File: src/rtl/booth_mult_seq_pkg.sv
// Shared multdiv definitions: FSM encoding and iteration count.
// Reused by the multdiv control block.
package booth_mult_seq_pkg;

  typedef enum logic [1:0] {
    IDLE = 2'd0,
    RUN  = 2'd1,
    DONE = 2'd2
  } state_t;

  localparam int XLEN       = 32;
  localparam int MULT_ITERS = 32;

endpackage

File: src/rtl/adder_32.sv
// 32-bit carry-lookahead adder: 4-bit lookahead groups, rippled.
// ovf is signed overflow (carry into MSB xor carry out).
module adder_32 (
  input  logic [31:0] a,
  input  logic [31:0] b,
  input  logic        cin,
  output logic [31:0] sum,
  output logic        cout,
  output logic        ovf
);

  logic [31:0] g;
  logic [31:0] p;
  logic [32:0] c;

  assign g = a & b;
  assign p = a ^ b;

  // Lookahead carries inside each group, group carry rippled on.
  always_comb begin
    c = '0;
    c[0] = cin;
    for (int k = 0; k < 8; k++) begin
      c[4*k+1] = g[4*k]
               | (p[4*k] & c[4*k]);
      c[4*k+2] = g[4*k+1]
               | (p[4*k+1] & g[4*k])
               | (p[4*k+1] & p[4*k] & c[4*k]);
      c[4*k+3] = g[4*k+2]
               | (p[4*k+2] & g[4*k+1])
               | (p[4*k+2] & p[4*k+1] & g[4*k])
               | (p[4*k+2] & p[4*k+1] & p[4*k] & c[4*k]);
      c[4*k+4] = g[4*k+3]
               | (p[4*k+3] & g[4*k+2])
               | (p[4*k+3] & p[4*k+2] & g[4*k+1])
               | (p[4*k+3] & p[4*k+2] & p[4*k+1] & g[4*k])
               | (p[4*k+3] & p[4*k+2] & p[4*k+1]
                  & p[4*k] & c[4*k]);
    end
  end

  assign sum  = p ^ c[31:0];
  assign cout = c[32];
  assign ovf  = c[32] ^ c[31];

endmodule

File: src/rtl/booth_mult_seq_step.sv
// One radix-2 Booth step: decode P[1:0], pick adder operand,
// then arithmetic-shift {hi, P[32:0]} right by one.
module booth_step
  import booth_mult_seq_pkg::*;
(
  input  logic [2*XLEN:0] p,
  input  logic [XLEN-1:0] m,
  input  logic [XLEN-1:0] sum,
  input  logic            ovf,
  output logic [XLEN-1:0] add_b,
  output logic            cin,
  output logic [2*XLEN:0] p_next
);

  logic            op_add;
  logic            op_sub;
  logic [XLEN-1:0] hi;
  logic            sgn;

  assign op_add = (p[1:0] == 2'b01);
  assign op_sub = (p[1:0] == 2'b10);

  assign add_b = op_sub ? ~m : m;
  assign cin   = op_sub;

  // Shift-in bit is the sign of the exact 33-bit sum, so a
  // multiplicand of -2^31 cannot flip the accumulator sign.
  always_comb begin
    hi  = p[2*XLEN:XLEN+1];
    sgn = p[2*XLEN];
    unique case (1'b1)
      op_add, op_sub: begin
        hi  = sum;
        sgn = sum[XLEN-1] ^ ovf;
      end
      default: ;
    endcase
  end

  assign p_next = {sgn, hi, p[XLEN:1]};

endmodule

File: src/rtl/booth_mult_seq.sv
// Sequential radix-2 Booth multiplier, 32x32 signed, one step
// per cycle through a shared CLA adder; 33-cycle latency.
module booth_mult_seq
  import booth_mult_seq_pkg::*;
#(
  parameter int WIDTH = XLEN,
  parameter int CNT_W = 6
) (
  input  logic             clock,
  input  logic             reset,
  input  logic             ctrl_mult,
  input  logic [WIDTH-1:0] data_operandA,
  input  logic [WIDTH-1:0] data_operandB,
  output logic [WIDTH-1:0] data_result,
  output logic             data_exception,
  output logic             data_resultRDY
);

  state_t             state;
  state_t             state_nx;
  logic [CNT_W-1:0]   cnt;
  logic [2*WIDTH:0]   p;
  logic [2*WIDTH:0]   p_next;
  logic [WIDTH-1:0]   m;
  logic [WIDTH-1:0]   add_b;
  logic [WIDTH-1:0]   sum;
  logic               cin;
  logic               cout;
  logic               ovf;
  logic               last;
  logic               unused_ok;

  assign last      = (cnt == CNT_W'(MULT_ITERS - 1));
  assign unused_ok = &{1'b0, cout};

  adder_32 u_add (
    .a    (p[2*WIDTH:WIDTH+1]),
    .b    (add_b),
    .cin  (cin),
    .sum  (sum),
    .cout (cout),
    .ovf  (ovf)
  );

  booth_step u_step (
    .p      (p),
    .m      (m),
    .sum    (sum),
    .ovf    (ovf),
    .add_b  (add_b),
    .cin    (cin),
    .p_next (p_next)
  );

  // State register.
  always_ff @(posedge clock) begin
    if (reset) state <= IDLE;
    else       state <= state_nx;
  end

  // Next state: a start pulse always (re)starts an op.
  always_comb begin
    state_nx = state;
    unique case (state)
      IDLE: if (ctrl_mult) state_nx = RUN;
      RUN: begin
        if (ctrl_mult) state_nx = RUN;
        else if (last) state_nx = DONE;
      end
      DONE: state_nx = ctrl_mult ? RUN : IDLE;
      default: state_nx = IDLE;
    endcase
  end

  // Operand latch, shift register, counter and result capture.
  always_ff @(posedge clock) begin
    if (reset) begin
      m              <= '0;
      p              <= '0;
      cnt            <= '0;
      data_result    <= '0;
      data_exception <= 1'b0;
    end else if (ctrl_mult) begin
      m   <= data_operandA;
      p   <= {{WIDTH{1'b0}}, data_operandB, 1'b0};
      cnt <= '0;
    end else if (state == RUN) begin
      p   <= p_next;
      cnt <= cnt + 1'b1;
      if (last) begin
        data_result    <= p_next[WIDTH:1];
        data_exception <= (p_next[2*WIDTH:WIDTH+1]
                           != {WIDTH{p_next[WIDTH]}});
      end
    end
  end

  assign data_resultRDY = (state == DONE);

endmodule

File: config.mk
export PLATFORM = sky130hd
export DESIGN_NAME = booth_mult_seq
export DESIGN_NICKNAME = d
export VERILOG_FILES = /design/src/rtl/booth_mult_seq_pkg.sv /design/src/rtl/adder_32.sv /design/src/rtl/booth_mult_seq_step.sv /design/src/rtl/booth_mult_seq.sv
export SDC_FILE = /design/constraint.sdc
export NUM_CORES = 1
export LEC_CHECK = 0
export ABC_CLOCK_PERIOD_IN_PS = 4500
export CAP_MARGIN = 20
export CORE_MARGIN = 5
export CORE_UTILIZATION = 50
export CTS_CLUSTER_DIAMETER = 60
export CTS_CLUSTER_SIZE = 28
export DETAILED_ROUTE_END_ITERATION = 16
export GPL_ROUTABILITY_DRIVEN = 0
export HOLD_SLACK_MARGIN = 0.02
export PLACE_DENSITY = 0.77
export RECOVER_POWER = 100
export SYNTH_ARGS = -nofsm -noshare
export SYNTH_HDL_FRONTEND = slang
export SYNTH_SLANG_ARGS = --single-unit
File: constraint.sdc
create_clock -name clock -period 4.5 [get_ports clock]
set_clock_uncertainty 0.2 [all_clocks]
set_input_delay 0.675 -clock clock [delete_from_list [all_inputs] [get_ports clock]]
set_output_delay 0.675 -clock clock [all_outputs]
set_load 0.03 [all_outputs]
==> flow_summary.ini <==
[sta]
max_slew_margin = -0.2136
worst_slew_pin_slew_ns = 1.820
setup_viol_count_final = 0
finalHoldViolations = 0
fmax_ghz = 0.2264
worst_slack_ns = 0.08206
rsz0062_at_grt = yes
drv_slew = 86
fin_crit_sh = 0.9818
fin_crit_ns = 4.418

[synth]
synth_top_cell_by_area = dfxtp_1
synth_edf_count = 0
syn-mean-instance-area_sq_um = 7.838
synthArstFlopShare = 0
syn_nets = 1065
syn_inst = 957
synth.area.top_cells = dfxtp_1, a21oi_1, nand2_1, mux2i_1, nor2_1
synth_seq_cells = 138
synth_cell_types = 52
synthesis.area_sq_um = 7501
yosysWarningCount = 0
yosysTopAreaCellShare = 0.3683
ys.flop_type = dfxtp_1
ys_seq_area_frac = 0.3683

[cts]
clkTransAtPathRegs_ns = 0.06
clk_latency_ns = 0.43
cts_root_buffer = clkbuf_16
clk_path_buf_depth = 2
numCtsBuffers = 17
htreeDepth = 4
cts_tree = done
cts_sinks = 138

[critical_path]
critPathMaxStageDelay_ns = 0.48
cp.arrival_ns = 4.49
cp_slowest_cell = fa_1
crit_required_ns = 4.58
cpMostUsedCell = buf_4
worst_setup_path_end_kind = flip-flop
crit_path_start_kind = flip-flop
crit_type = flip-flop to flip-flop
critPathMaxFanout = 5
critical_path.cell_chain = inv_2, ha_4, buf_12, buf_4, xor2_1, ha_1, nand4_1, a21o_1, o21ai_0, fa_1, mux2i_2, nand3_1, nor3_2, buf_4, o2111ai_1, nor4_1, a211oi_1

[placement]
io_buffers = 100
post_dp_cell_area_sq_um = 8782
hpwl_um = 12740
dp_slack_ns = -0.03930

[finish]
final_util = 0.6540
syn_to_final_growth_pct = 27.67
mostFrequentLayoutCells = nand2_1, dfxtp_1, a21oi_1
antenna-diode-count = 0
final_cell_area_sq_um = 9577
final_nets = 1167
layout_commonest_cell = nand2_1
layout-drive-gt1-share = 0.09888

[detailed_routing]
drt-initial-drc-count = 627
dr.pass1.iters = 5
wl_per_cell_um = 15.42
ant_nets = 0
routed_via_density = 5.568
routed-via-count = 6993
drc = 0
routed_wl_um = 19370

[global_routing]
grt_max_degree = 86
grt_usage = 0.2139
grt_pass1_vias = 6556
grt_overflow = 0
antenna_found_initial = 0
grt_pass1_wl_um = 31240

[floorplanning]
die_h_um = 132.5
rows = 44
pin_count = 101
initial_core_util = 0.5122
core-area_sq_um = 14640
die_area_sq_um = 17550
die_w_um = 132.5

[flow_run]
drv_cap = 1

[power_and_ir_drop]
fin_total_pwr_uw = 3225
p_leak_uw = 0.004022
pwr_density_cell_nw_per_um2 = 336.7
peakVddDrop_mv = 0.3331

[min_path]
hold_path.class = flip-flop to flip-flop

[run_status]
violations = max-capacitance violations, max-slew violations
outcome = finished with violations
## worst max-delay path: cells and delay by family (launching register included)
kind / cells / cell delay [ns]
DFF: 1 / 0.33
AOI/OAI and AO/OA: 4 / 0.83
adders and majority gates: 3 / 1.04
xor gates and xnor gates: 1 / 0.15
and+or+nand+nor: 4 / 0.97
muxes: 1 / 0.26
buffers and inverters: 4 / 0.47
## power breakdown
part	switching (uW)	internal, uW
clock network	570	845
registers	35.3	1270
logic	276	234
total	881	2340
## state kept, by name, summed over array words and instances, names as in the netlist
signal	count
data_exception	1
p	65
m	32
data_result	32
cnt	6
state	2
## area by class of cell
class	count	area, sq um
well taps	184	230.2
inverters	9	33.78
clock inverters	14	160.2
multi-input cells	750	4594
clock buffers	18	439.2
flip-flops and latches	138	2765
fillers	1238	5067
repair buffers	143	1354
## metal layers
metal,wire [um],track usage,up-vias
met4,419,0.07737,0
li1,-,-,3510
met3,1225,0.05771,38
met2,9024,0.3415,217
met5,0,0,-
met1,8703,0.2792,3228
## cells in the mapped netlist, types with 9 or more instances
library cell	count
a211oi_1	25
a21oi_1	140
nor3_1	12
ha_1	34
o21ai_0	18
xnor2_1	14
a21o_1	9
nand2_1	171
clkbuf_1	45
nor2_1	133
xor2_1	38
mux2i_1	55
nand4_1	10
dfxtp_1	138
buf_1	14
## path summary, 6_finish.rpt
path                        start  slack, ns              end  cells after the start
hold / removal    data_result[15]       0.25  data_result[15]                      2
setup reg to reg             p[0]       0.08   data_exception                     17
hold reg to reg   data_result[15]       0.25  data_result[15]                      2
setup / recovery             p[0]       0.08   data_exception                     17
## through the flow
step | TNS, ns | instances | hold slack (ns)
after floorplan | 0 | 957 | 0.2363
after global placement | 0 | 1213 | 0.2428
after detailed placement | -0.03930 | 1213 | 0.2471
after CTS | 0 | 1245 | 0.2561
after global routing | -0.2087 | 1256 | 0.2685
final | 0 | 1256 | 0.2523
## timing repair
action	CTS	global route
pin swaps	1	21
gates resized for setup	1	26
hold buffers	0	0
buffers inserted	0	9
gates cloned	0	2
endpoints found under the setup margin	1	1
## kinds of logic (layout without fill, tap and decap cells)
kind of cell               after synthesis  count (layout)  share of synthesized area
DFF                                    138             138                     0.3683
and+or+nand+nor                        378             378                     0.2150
adders and majority gates               41              41                    0.07540
muxes                                   55              55                    0.07339
AOI/OAI and AO/OA                      224             224                     0.1725
xor gates and xnor gates                52              52                    0.06072
buffers and inverters                   69             184                    0.03469
(Power assumes the default switching activity.)
